===== config.mk =====
export PLATFORM = sky130hd
export DESIGN_NAME = core_sequencer
export DESIGN_NICKNAME = d
export VERILOG_FILES = /design/src/rtl/core_sequencer.sv
export SDC_FILE = /design/constraint.sdc
export NUM_CORES = 1
export LEC_CHECK = 0
export ABC_AREA = 1
export BUFFER_PORTS_ARGS = -buffer_cell sky130_fd_sc_hd__buf_2
export CORE_MARGIN = 3
export CORE_UTILIZATION = 30
export CTS_CLUSTER_DIAMETER = 50
export CTS_CLUSTER_SIZE = 20
export DETAILED_ROUTE_END_ITERATION = 10
export GPL_TIMING_DRIVEN = 0
export HOLD_SLACK_MARGIN = 0.08
export SETUP_SLACK_MARGIN = 0.05
export SLEW_MARGIN = 10
export SYNTH_ARGS = -nofsm -noshare
export SYNTH_HDL_FRONTEND = slang
export SYNTH_SLANG_ARGS = --single-unit
export TNS_END_PERCENT = 100

===== constraint.sdc =====
create_clock -name clk -period 2.5 [get_ports clk]
set_clock_uncertainty 0.15 [all_clocks]
set_input_delay 0.5 -clock clk [delete_from_list [all_inputs] [get_ports clk]]
set_output_delay 0.5 -clock clk [all_outputs]
set_load 0.02 [all_outputs]

===== src/rtl/core_sequencer.sv =====
// Multi-cycle FETCH/DECODE/EXECUTE/MEM/WRITEBACK sequencer owning the PC, retire counter and trap.
// Optional single-step halt after each retire: define CORE_SEQ_SINGLE_STEP_EN.
module core_sequencer #(
  parameter logic [31:0] RESET_PC    = 32'h8000_0000,
  parameter int unsigned MEM_TIMEOUT = 255
) (
  input  logic        clk,
  input  logic        resetn,
  output logic        imem_req,
  output logic [31:0] imem_addr,
  input  logic        imem_ack,
  output logic        dmem_req,
  input  logic        dmem_ack,
  input  logic        is_mem,
  input  logic        is_system,
  input  logic        trap_cond,
  input  logic [31:0] pc_next,
  output logic [31:0] pc,
  output logic        ins_en,
  output logic        dec_en,
  output logic        exe_en,
  output logic        wb_en,
  output logic [2:0]  state,
  output logic        trap,
`ifdef CORE_SEQ_SINGLE_STEP_EN
  input  logic        step_req,
  output logic        halted,
`endif
  output logic [1:0]  trap_cause,
  output logic [31:0] instret
);

  typedef enum logic [2:0] {
    StFetch     = 3'd0,
    StDecode    = 3'd1,
    StExecute   = 3'd2,
    StMem       = 3'd3,
    StWriteback = 3'd4,
    StTrap      = 3'd5,
    StHalt      = 3'd6
  } state_e;

  localparam logic [1:0] CauseNone     = 2'b00;
  localparam logic [1:0] CauseSystem   = 2'b01;
  localparam logic [1:0] CauseTimeout  = 2'b10;
  localparam logic [1:0] CauseMisalign = 2'b11;

  // Counter value on the last permitted wait cycle; an ack on that cycle still wins.
  localparam logic [15:0] WaitLast = 16'(MEM_TIMEOUT - 32'd1);

  state_e      state_q;
  logic [31:0] pc_q;
  logic [31:0] instret_q;
  logic [15:0] wait_q;
  logic        trap_q;
  logic [1:0]  cause_q;

  always_ff @(posedge clk or negedge resetn) begin
    if (!resetn) begin
      state_q   <= StFetch;
      pc_q      <= RESET_PC;
      instret_q <= '0;
      wait_q    <= '0;
      trap_q    <= 1'b0;
      cause_q   <= CauseNone;
    end else begin
      case (state_q)
        StFetch: begin
          if (imem_ack) begin
            state_q <= StDecode;
            wait_q  <= '0;
          end else begin
            wait_q <= wait_q + 16'd1;
            if (wait_q == WaitLast) begin
              state_q <= StTrap;
              trap_q  <= 1'b1;
              cause_q <= CauseTimeout;
            end
          end
        end
        StDecode: begin
          if (is_system && trap_cond) begin
            state_q <= StTrap;
            trap_q  <= 1'b1;
            cause_q <= CauseSystem;
          end else begin
            state_q <= StExecute;
          end
        end
        StExecute: begin
          state_q <= is_mem ? StMem : StWriteback;
        end
        StMem: begin
          if (dmem_ack) begin
            state_q <= StWriteback;
            wait_q  <= '0;
          end else begin
            wait_q <= wait_q + 16'd1;
            if (wait_q == WaitLast) begin
              state_q <= StTrap;
              trap_q  <= 1'b1;
              cause_q <= CauseTimeout;
            end
          end
        end
        StWriteback: begin
          // A misaligned target traps before any architectural update.
          if (pc_next[1:0] != 2'b00) begin
            state_q <= StTrap;
            trap_q  <= 1'b1;
            cause_q <= CauseMisalign;
          end else begin
            pc_q      <= pc_next;
            instret_q <= instret_q + 32'd1;
`ifdef CORE_SEQ_SINGLE_STEP_EN
            state_q   <= StHalt;
`else
            state_q   <= StFetch;
`endif
          end
        end
        StHalt: begin
`ifdef CORE_SEQ_SINGLE_STEP_EN
          if (step_req) begin
            state_q <= StFetch;
          end
`else
          state_q <= StFetch;
`endif
        end
        StTrap: begin
          state_q <= StTrap;
        end
        default: begin
          state_q <= StFetch;
        end
      endcase
    end
  end

  // Strobes are state decodes, gated by resetn so they are all low while reset is held.
  assign imem_req   = resetn && (state_q == StFetch);
  assign dmem_req   = resetn && (state_q == StMem);
  assign ins_en     = imem_req && imem_ack;
  assign dec_en     = resetn && (state_q == StDecode);
  assign exe_en     = resetn && (state_q == StExecute);
  assign wb_en      = resetn && (state_q == StWriteback);
  assign imem_addr  = pc_q;
  assign pc         = pc_q;
  assign state      = state_q;
  assign trap       = trap_q;
  assign trap_cause = cause_q;
  assign instret    = instret_q;
`ifdef CORE_SEQ_SINGLE_STEP_EN
  assign halted     = resetn && (state_q == StHalt);
`endif

  req_exclusive: assert property (@(posedge clk) disable iff (!resetn) !(imem_req && dmem_req));
  trap_sticky: assert property (@(posedge clk) disable iff (!resetn) trap |=> trap);

endmodule


; ---- Word level (Yosys, flattened, before mapping)
; Cells that the tools add are included.
[classes]
eq_ne = 10
n_reduce_logical = 13
mux = 22
bitwise = 1
add_sub_neg = 2
[ops]
columns = op, count
row1 = $add 32x1->32 const B, 1
row2 = $mux 16, 2
row3 = $pmux 16 s2, 1
row4 = $mux 3, 6
row5 = $pmux 3 s6, 1
row6 = $add 16x1->16 const B, 1
row7 = $eq 16x8->1 const B, 1
row8 = $mux 2, 5
row9 = $ne 2x2->1 const B, 4
row10 = $pmux 2 s4, 1
row11 = $logic_and 1x1->1, 7
row12 = $eq 3x2->1 const B, 2
row13 = $eq 3x3->1 const B, 2
row14 = $mux 1, 5
row15 = $reduce_and 5->1, 1
row16 = $pmux 1 s4, 1
row17 = $reduce_bool 2->1, 2
row18 = $reduce_bool 4->1, 1
row19 = $eq 3x1->1 const B, 1
row20 = $logic_not 3->1, 1
row21 = $reduce_and 2->1, 1
row22 = $not 1->1, 1
[totals]
output_inout_bits = 108
register_bits = 86

; ---- Longest topological paths before layout
; Gate-level depths: netlist (run 1).
[logic_depth]
depth_word = 4
mapped_depth = 10

; ---- Worst setup path after synthesis (run 1)
; OpenSTA, ideal clock, no wires.
[synth_path]
path_kind = reg-to-output
startpoint = reg state_q[0], in the netlist state[0]
endpoint = out dec_en
arrival_ps = 1236
n_path_buf = 0
setup_slack_ps = 614
path_stages_with_launch = 5
required_time_ps = 1850
cell_sequence = dfrtp_1 > nand2_1 > nor2_1 > inv_1 > nor2_1
[synth_via]
elab_chain_len = 2
[synth_lines]
columns = element, line_no
row1 = start: declaration, 51  ; state_e state_q;
row2 = start signal: assignment, 60  ; state_q <= StFetch;
row3 = start signal: assignment, 70  ; state_q <= StDecode;
row4 = start signal: assignment, 75  ; state_q <= StTrap;
row5 = $eq 3x1->1, 145  ; assign dec_en = resetn && (state_q == StDecode);
row6 = $logic_and 1x1->1, 145
row7 = end: declaration, 20  ; output logic dec_en,
; No other way between the ends.

; ---- Final worst setup path (run 1)
[layout_path]
startpoint = reg state_q[1], in the netlist state[1]
endpoint = out imem_req
[layout_via]
elab_chain_len = 2
[layout_lines]
columns = element, line_no
row1 = $logic_not 3->1, 142  ; assign imem_req = resetn && (state_q == StFetch);
row2 = $logic_and 1x1->1, 142
row3 = end: declaration, 9  ; output logic imem_req,
; No other way between the ends.

==> results of run 1 <==
## worst max-delay path, cell delays in order (launching register included)
cell	delay, ps
dfrtp_1	520
nor2_4	240
nand2_1	160
nor2_1	200
buf_2	200
## final cells by class
cell class | count | area, um2
well taps | 188 | 235
flip-flops and latches | 86 | 2150
clock buffers | 12 | 256
fillers | 1614 | 9100
clock inverters | 4 | 77.6
plain buffers | 41 | 288
repair buffers | 152 | 852
inverters | 42 | 158
multi-input cells | 458 | 2080
## where the power goes
group          total [mW]  switching [mW]  internal (mW)
Sequential           1.39               0           1.39
Clock                1.51           0.574          0.936
Combinational      0.0844          0.0450         0.0394
Total                2.99           0.619           2.37
## metal layers
metal	vias up	track usage [%]	wire, um
li1	2228	-	-
met1	1971	19.6	5570
met2	81	25.0	6190
met3	9	3.58	535
met4	0	3.69	102
met5	-	0	0
## worst max path at each step
stage / from / endpoint / slack (ps) / depth (start not counted)
3_5_place_dp: resetn / imem_req / -50 / 5
4_1_cts: state[1] / imem_req / 170 / 4
3_3_place_gp: resetn / imem_req / -1190 / 4
2_1_floorplan: state[0] / dec_en / 610 / 4
5_1_grt: state[1] / imem_req / 80 / 4
6_report: state[1] / imem_req / 190 / 4
## Yosys cell counts, types with 2 or more instances
cell	n	area, um2
nand2_1	279	1050
dfrtp_1	85	2130
nor2_1	79	297
inv_1	38	143
buf_4	32	240
nand3_1	15	75.1
nand3b_1	12	90.1
xor2_1	12	105
o21ai_0	9	45.0
nor3_1	7	35.0
xnor2_1	7	61.3
a21oi_1	6	30.0
nand4_1	6	37.5
buf_2	5	25.0
inv_2	4	15.0
nand2_2	4	25.0
nor2_4	4	45.0
clkbuf_1	3	11.3
ha_1	3	37.5
nand3_4	3	52.6
nor2_2	2	12.5
o21bai_1	2	15.0
## cells by family after synthesis
group | count (synthesis)
compound gates | 20
xor+xnor | 19
fa+ha+maj | 3
buf+inv | 83
flops | 86
simple gates | 416
## placed cells by master (no fill, tap or decap), types with 6 or more instances in the layout
| cell type | n |
|---|---|
| nor2_1 | 79 |
| inv_1 | 38 |
| buf_2 | 150 |
| nand2_1 | 279 |
| nand3_1 | 15 |
| dfrtp_1 | 85 |
| nand3b_1 | 12 |
| o21ai_0 | 9 |
| buf_4 | 32 |
| xor2_1 | 12 |
| xnor2_1 | 7 |
| nand4_1 | 6 |
| nor3_1 | 7 |
| a21oi_1 | 6 |
| clkbuf_16 | 9 |
## timing repair
item | CTS | global route
setup endpoints to repair | 1 | 0
hold endpoints to repair | 31 | 0
buffers inserted | 0 | 0
resized for setup | 1 | 0
hold buffers | 5 | 0
## flip-flops by register name (all words and copies together) (netlist names)
register    flops
imem_addr      32
instret        32
trap            1
wait_q         16
trap_cause      2
state           3
==> impl_metrics.yaml, run 1 <==
run_status:
  status: "complete, no violations"
yosys:
  synth-simple-area-share_pct: 37.7
  synth_fa_ha_area_share_pct: 0.803
  synth_top_family_by_area: "simple AND/OR/NAND/NOR gates"
  synth_nets: 669
  synth_xor_area_share_pct: 3.56
  synth_cells: 627
  synth_mux_area_share_pct: 0
  yosysSeqAreaShare_pct: 46.0
  avgSynthCellArea_um2: 7.46
  synth-compound-area-share_pct: 2.38
  ys_ff_latch: 86
  synthDistinctLibCells: 32
  ys.flop_type: "dfrtp_1"
  yosysWarnings: 0
  synth_edf_count: 0
  ys_async_sr_fraction_pct: 100
  synthesis.area_mm2: 0.00468
grt:
  antenna_found_initial: 0
  grt_pass1_wl_um: 20300
  grt_overflow: 0
  grt_max_degree: 55
  grt_pass1_vias: 4105
  grt_usage_pct: 15.0
cells_and_area:
  nNetsFinal: 832
  stdcell_count: 983
  synthToLayoutAreaGrowth_pct: 30.4
  postLayoutCellArea_mm2: 0.00610
  final_layout_size_suffix_gt1_share_pct: 28.3
  finish.utilization_pct: 40.1
  antenna_cells: 0
clocking:
  clk_pin_slew_worst_paths_ps: 70
  cts_max_level: 3
  cts_tree: "yes"
  clock_latency_ps: 350
  cts.path.max_buffers: 2
  root_buffer: "clkbuf_16"
  cts_buffers: 9
  clkSinkCount: 86
timing:
  setup_viol: 0
  rsz0062_at_grt: "false"
  max_slew.worst_pin.slew_ps: 510
  fin_crit_sh_pct: 92.3
  finalCriticalPeriod_ps: 2310
  timing.hold.ws_ps: 98.2
  slew_viol_final: 0
  fmax_mhz: 433
  fin_ws_ps: 192
  tns_ps: 0
  hold_viol_final: 0
  slew_headroom_pct: 66.0
drt:
  drt_wl_total_um: 12400
  dr.pass1.iters: 4
  drc: 0
  routed_via_density: 4.36
  vias: 4289
  drt_iter0_drc: 199
  wl_per_cell_um: 12.6
  antenna_left: 0
setup_path:
  rrSetupSlack_ps: 420
  crit_type: "flop to output pin"
  arrival_ps: 1660
  critPathMaxFanout: 8
  r2r-start: "instret[0]"
  cp-start-kind: "flop"
  regToRegEndpoint: "instret[26]"
  worstRegToRegCells: 10
  crit_path_end_kind: "output pin"
  cp.required_ps: 1850
floorplan:
  die_h_um: 131
  rows: 45
  die-area_mm2: 0.0171
  initial_core_util_pct: 30.8
  die_x_um: 131
  core_mm2: 0.0152
  num_io_pins: 147
placed_design:
  place_inst: 962
  gp_congestion: 0.819
  place_area_mm2: 0.00567
  dp_slack_ps: -52.4
  portBuffers: 146
  dpl.hpwl_um: 9270
power:
  leakagePower_nw: 3.46
  p_per_area_mw_per_mm2: 490
  ir_drop_mv: 0.350
  p_total_mw: 2.99
hold_path:
  min_path_type: "input pin to async pin"
run:
  max-cap-violations: 0
Note: power is estimated with default switching activity, not from simulation.
==> run 2, diff against run 1 <==
Settings changed: CORE_ASPECT_RATIO from default to 1.25.
==> impl_metrics.yaml, run 2 (synthesized netlist as in run 1, its figures left out) <==
grt:
  grt_overflow: 0
  antenna_found_initial: 0
  grt_usage_pct: 15.4
  grt_max_degree: 54
  grt_pass1_wl_um: 21500
  grt_pass1_vias: 4208
timing:
  fmax_mhz: 420
  slew_viol_final: 0
  hold_viol_final: 0
  fin_crit_sh_pct: 95.3
  rsz0062_at_grt: "true"
  slew_headroom_pct: 58.1
  max_slew.worst_pin.slew_ps: 623
  fin_ws_ps: 118
  setup_viol: 0
  finalCriticalPeriod_ps: 2380
power:
  seqPwrFrac_pct: 47.2
  p_per_area_mw_per_mm2: 478
  p_sw_share_pct: 20.7
  power_frac_clock_pct: 49.8
  ir_drop_mv: 0.298
  p_int_mw: 2.34
  p_comb_share_pct: 3.0
  leakagePower_nw: 3.45
  p_switching_uw: 609
cells_and_area:
  synthToLayoutAreaGrowth_pct: 31.8
  final_cell_mix: "nand2_1, buf_2, dfrtp_1"
  antenna_cells: 0
  fill_cells: 1607
  stdcell_count: 1004
  multi_input_area_mm2: 0.00209
  nNetsFinal: 833
  seqCellArea_mm2: 0.00215
  final_layout_size_suffix_gt1_share_pct: 29.3
  layout_commonest_cell: "nand2_1"
floorplan:
  die-area_mm2: 0.0171
  initial_core_util_pct: 30.9
  num_io_pins: 147
  die_h_um: 146
  rows: 50
  core_mm2: 0.0151
  die_x_um: 118
clocking:
  clock_latency_ps: 340
  root_buffer: "clkbuf_16"
  cts_max_level: 3
  cts_tree: "yes"
  cts.path.max_buffers: 2
  clk_pin_slew_worst_paths_ps: 60
  clkSinkCount: 86
  cts_buffers: 9
run:
  max-cap-violations: 0
setup_path:
  crit_type: "input pin to output pin"
  critPathMaxFanout: 6
  cp-start-kind: "input pin"
  crit_cells: 6
  crit_slowest_cell: "dlygate4sd3_1"
  cp_slowest_stage_delay_ps: 540
  path_cells: "dlygate4sd3_1, buf_6, buf_16, clkinvlp_4, nor2_2, buf_4"
  arrival_ps: 1730
  critical-path-top-delay-family: "buffers and inverters"
  cp.required_ps: 1850
  crit_path_end_kind: "output pin"
  worst-path-buf-inv: 5
  worstRegToRegCells: 10
drt:
  vias: 4292
  drt_wl_total_um: 12800
  antenna_left: 0
  drt_iter0_drc: 202
  wl_per_cell_um: 12.7
  dr.pass1.iters: 4
  drc: 0
  routed_via_density: 4.27
placed_design:
  portBuffers: 146
  gp_congestion: 0.851
  place_inst: 982
  dp_slack_ps: 11.6
  dpl.hpwl_um: 9610
hold_path:
  min_path_type: "input pin to flop"
  timing.hold.worst_path_depth: 3
run_status:
  status: "complete, no violations"
## run 2: power by group through the flow
stage               registers [mW]  logic (mW)  clock network [mW]
finish                        1.39      0.0878                1.47
global route                  1.39      0.0990                1.57
CTS                           1.39      0.0879                1.52
detailed placement            1.42      0.0699                   0
global placement              1.42      0.0641                   0
floorplan                     1.42     0.00326                   0
## run 2: cell type report
type | count | area share [%]
plain buffers | 41 | 4.67
flip-flops and latches | 86 | 34.9
clock buffers | 11 | 3.94
repair buffers | 153 | 14.3
multi-input cells | 458 | 34.0
well taps | 208 | 4.22
clock inverters | 5 | 1.32
inverters | 42 | 2.62
## run 2: stage by stage
stage | TNS, ps | cell area (um2) | hold slack (ps) | util (%) | total power, mW
floorplan | 0 | 4680 | 54.4 | - | 1.42
global placement | -14000 | 5670 | 297 | 37.4 | 1.48
detailed placement | 0 | 5700 | 304 | 37.6 | 1.49
CTS | 0 | 6110 | 180 | 40.4 | 3.00
global route | 0 | 6160 | 193 | 40.7 | 3.06
finish | 0 | 6160 | 198 | 40.7 | 2.95
## run 2: per-layer routing
layer | global-route usage (%) | routed length [um] | vias to the layer above
li1 | - | - | 2235
met1 | 19.1 | 5610 | 1954
met2 | 27.3 | 6500 | 89
met3 | 3.03 | 504 | 14
met4 | 4.16 | 161 | 0
met5 | 0 | 0 | -
## run 2: what timing repair did
item                                   in CTS  in global routing
endpoints found under the hold margin      32                  0
setup buffers                               0                  1
setup endpoints to repair                   5                  6
gates resized for setup                     1                 15
pin swaps                                   0                  6
hold buffers                                5                  0
## run 2: final timing paths
kind / start / endpoint / slack [ps]
setup / recovery: resetn / wb_en / 120
hold / removal: pc_next[16] / imem_addr[16] / 200
setup reg to reg: instret[1] / instret[26] / 560
hold reg to reg: trap / trap / 320
max in group asynchronous: resetn / imem_addr[29] / 650
min in group asynchronous: resetn / instret[17] / 660
## run 2: worst register-to-register path, delay by kind of cell (launching register included)
kind	cells	cell delay (ps)
buffers and inverters	1	100
AND/OR/NAND/NOR	8	990
adder cells (fa/ha/maj)	1	210
flip-flops	1	390
==> run 3, diff against run 2 <==
Settings changed: BUFFER_PORTS_ARGS -buffer_cell sky130_fd_sc_hd__buf_2 to -buffer_cell sky130_fd_sc_hd__buf_4.
==> impl_metrics.yaml, run 3 (synthesized netlist as in run 1, its figures left out) <==
setup_path:
  path_cells: "inv_2, nand2_1, nor2_1, inv_1, nor2_1, buf_4"
  crit_top_cell: "nor2_1"
  cp-start-kind: "flop"
  critPathMaxFanout: 8
  cp_slowest_stage_delay_ps: 520
  cp.required_ps: 1850
  arrival_ps: 1570
  crit_type: "flop to output pin"
  crit_slowest_cell: "dfrtp_1"
  crit_path_end_kind: "output pin"
power:
  ir_drop_mv: 0.256
  p_int_mw: 2.41
  p_sw_share_pct: 19.7
  seqPwrFrac_pct: 46.3
  p_switching_uw: 592
  leakagePower_nw: 3.44
  power_frac_clock_pct: 51.1
  p_per_area_mw_per_mm2: 471
  p_comb_share_pct: 2.6
floorplan:
  die-area_mm2: 0.0171
  num_io_pins: 147
  initial_core_util_pct: 30.9
  die_h_um: 146
  rows: 50
  die_x_um: 118
  core_mm2: 0.0151
timing:
  setup_viol: 0
  max_slew.worst_pin.slew_ps: 564
  finalCriticalPeriod_ps: 2220
  tns_ps: 0
  rsz0062_at_grt: "false"
  slew_headroom_pct: 62.1
  hold_viol_final: 85
  slew_viol_final: 0
  fmax_mhz: 450
  fin_crit_sh_pct: 89.0
  timing.hold.ws_ps: -81.0
clocking:
  clkSinkCount: 86
  root_buffer: "clkbuf_16"
  cts_tree: "yes"
  clock_latency_ps: 340
  clk_pin_slew_worst_paths_ps: 60
  cts_max_level: 3
  cts_buffers: 9
  cts.path.max_buffers: 2
  cts_setup_buffers: 0
cells_and_area:
  postLayoutCellArea_mm2: 0.00638
  nNetsFinal: 826
  antenna_cells: 0
  synthToLayoutAreaGrowth_pct: 36.5
  layout_commonest_cell: "nand2_1"
  final_layout_size_suffix_gt1_share_pct: 27.9
  final_cell_mix: "nand2_1, buf_4, dfrtp_1"
  finish.utilization_pct: 42.2
  stdcell_count: 997
placed_design:
  gp_congestion: 0.827
  place_inst: 981
  place_area_mm2: 0.00603
  portBuffers: 146
  dpl.hpwl_um: 9590
drt:
  routed_via_density: 4.25
  antenna_left: 0
  drt_iter0_drc: 201
  vias: 4236
  dr.pass1.iters: 4
  drt_wl_total_um: 12600
  drc: 0
  wl_per_cell_um: 12.6
run_status:
  status: "finished, violations left"
  violations: "hold timing"
grt:
  grt_pass1_vias: 4245
  grt_max_degree: 88
  grt_overflow: 0
  grt_pass1_wl_um: 21200
  antenna_found_initial: 0
  grt_usage_pct: 15.1
run:
  max-cap-violations: 0
hold_path:
  min_path_type: "input pin to async pin"
## run 3: final timing paths
kind	slack, ps	start	cells past startpoint	end
hold reg to reg	320	trap	2	trap
hold / removal	-80	resetn	1	instret[17]
setup / recovery	280	state[1]	6	dec_en
max in group asynchronous	1870	resetn	1	imem_addr[31]
min in group clk	200	pc_next[20]	3	imem_addr[20]
setup reg to reg	500	instret[1]	10	instret[26]
## run 3: worst max-delay path: cells and delay by family, from the launching register on
kind	cells	cell delay, ps
AND/OR/NAND/NOR	3	380
buffers and inverters	3	350
flip-flops	1	520
## run 3: layout make-up
type / count / area [um2]
fillers: 1609 / 8750
flip-flops and latches: 86 / 2150
multi-input cells: 458 / 2080
repair buffers: 146 / 1110
plain buffers: 41 / 288
well taps: 208 / 260
clock buffers: 11 / 233
inverters: 42 / 158
clock inverters: 5 / 106
## run 3: repair_timing
action,in CTS,in global routing
endpoints found under the hold margin,85,85
pin swaps,0,0
setup endpoints to repair,6,5
resized for setup,2,1
## run 3: power by group through the flow
stage	sequential, mW	clock, mW	combinational [mW]
after global routing	1.39	1.65	0.0907
after detailed placement	1.42	0	0.0804
final	1.39	1.54	0.0792
after floorplan	1.42	0	0.00326
after global placement	1.42	0	0.0802
after CTS	1.39	1.59	0.0820
## run 3: per-layer routing
layer / routed length [um] / share of wire [%] / track usage [%] / vias up
li1: - / - / - / 2220
met1: 5440 / 43 / 18.4 / 1918
met2: 6460 / 51 / 26.7 / 87
met3: 515 / 4.1 / 2.60 / 11
met4: 144 / 1.1 / 5.40 / 0
met5: 0 / 0 / 0 / -
## run 3: metrics by stage
| stage | worst slack, ps | power, mW |
|---|---|---|
| 6_report | 275 | 3.01 |
| 2_1_floorplan | 614 | 1.42 |
| 3_3_place_gp | -343 | 1.50 |
| 3_5_place_dp | -366 | 1.50 |
| 5_1_grt | 91.2 | 3.13 |
| 4_1_cts | 98.6 | 3.06 |
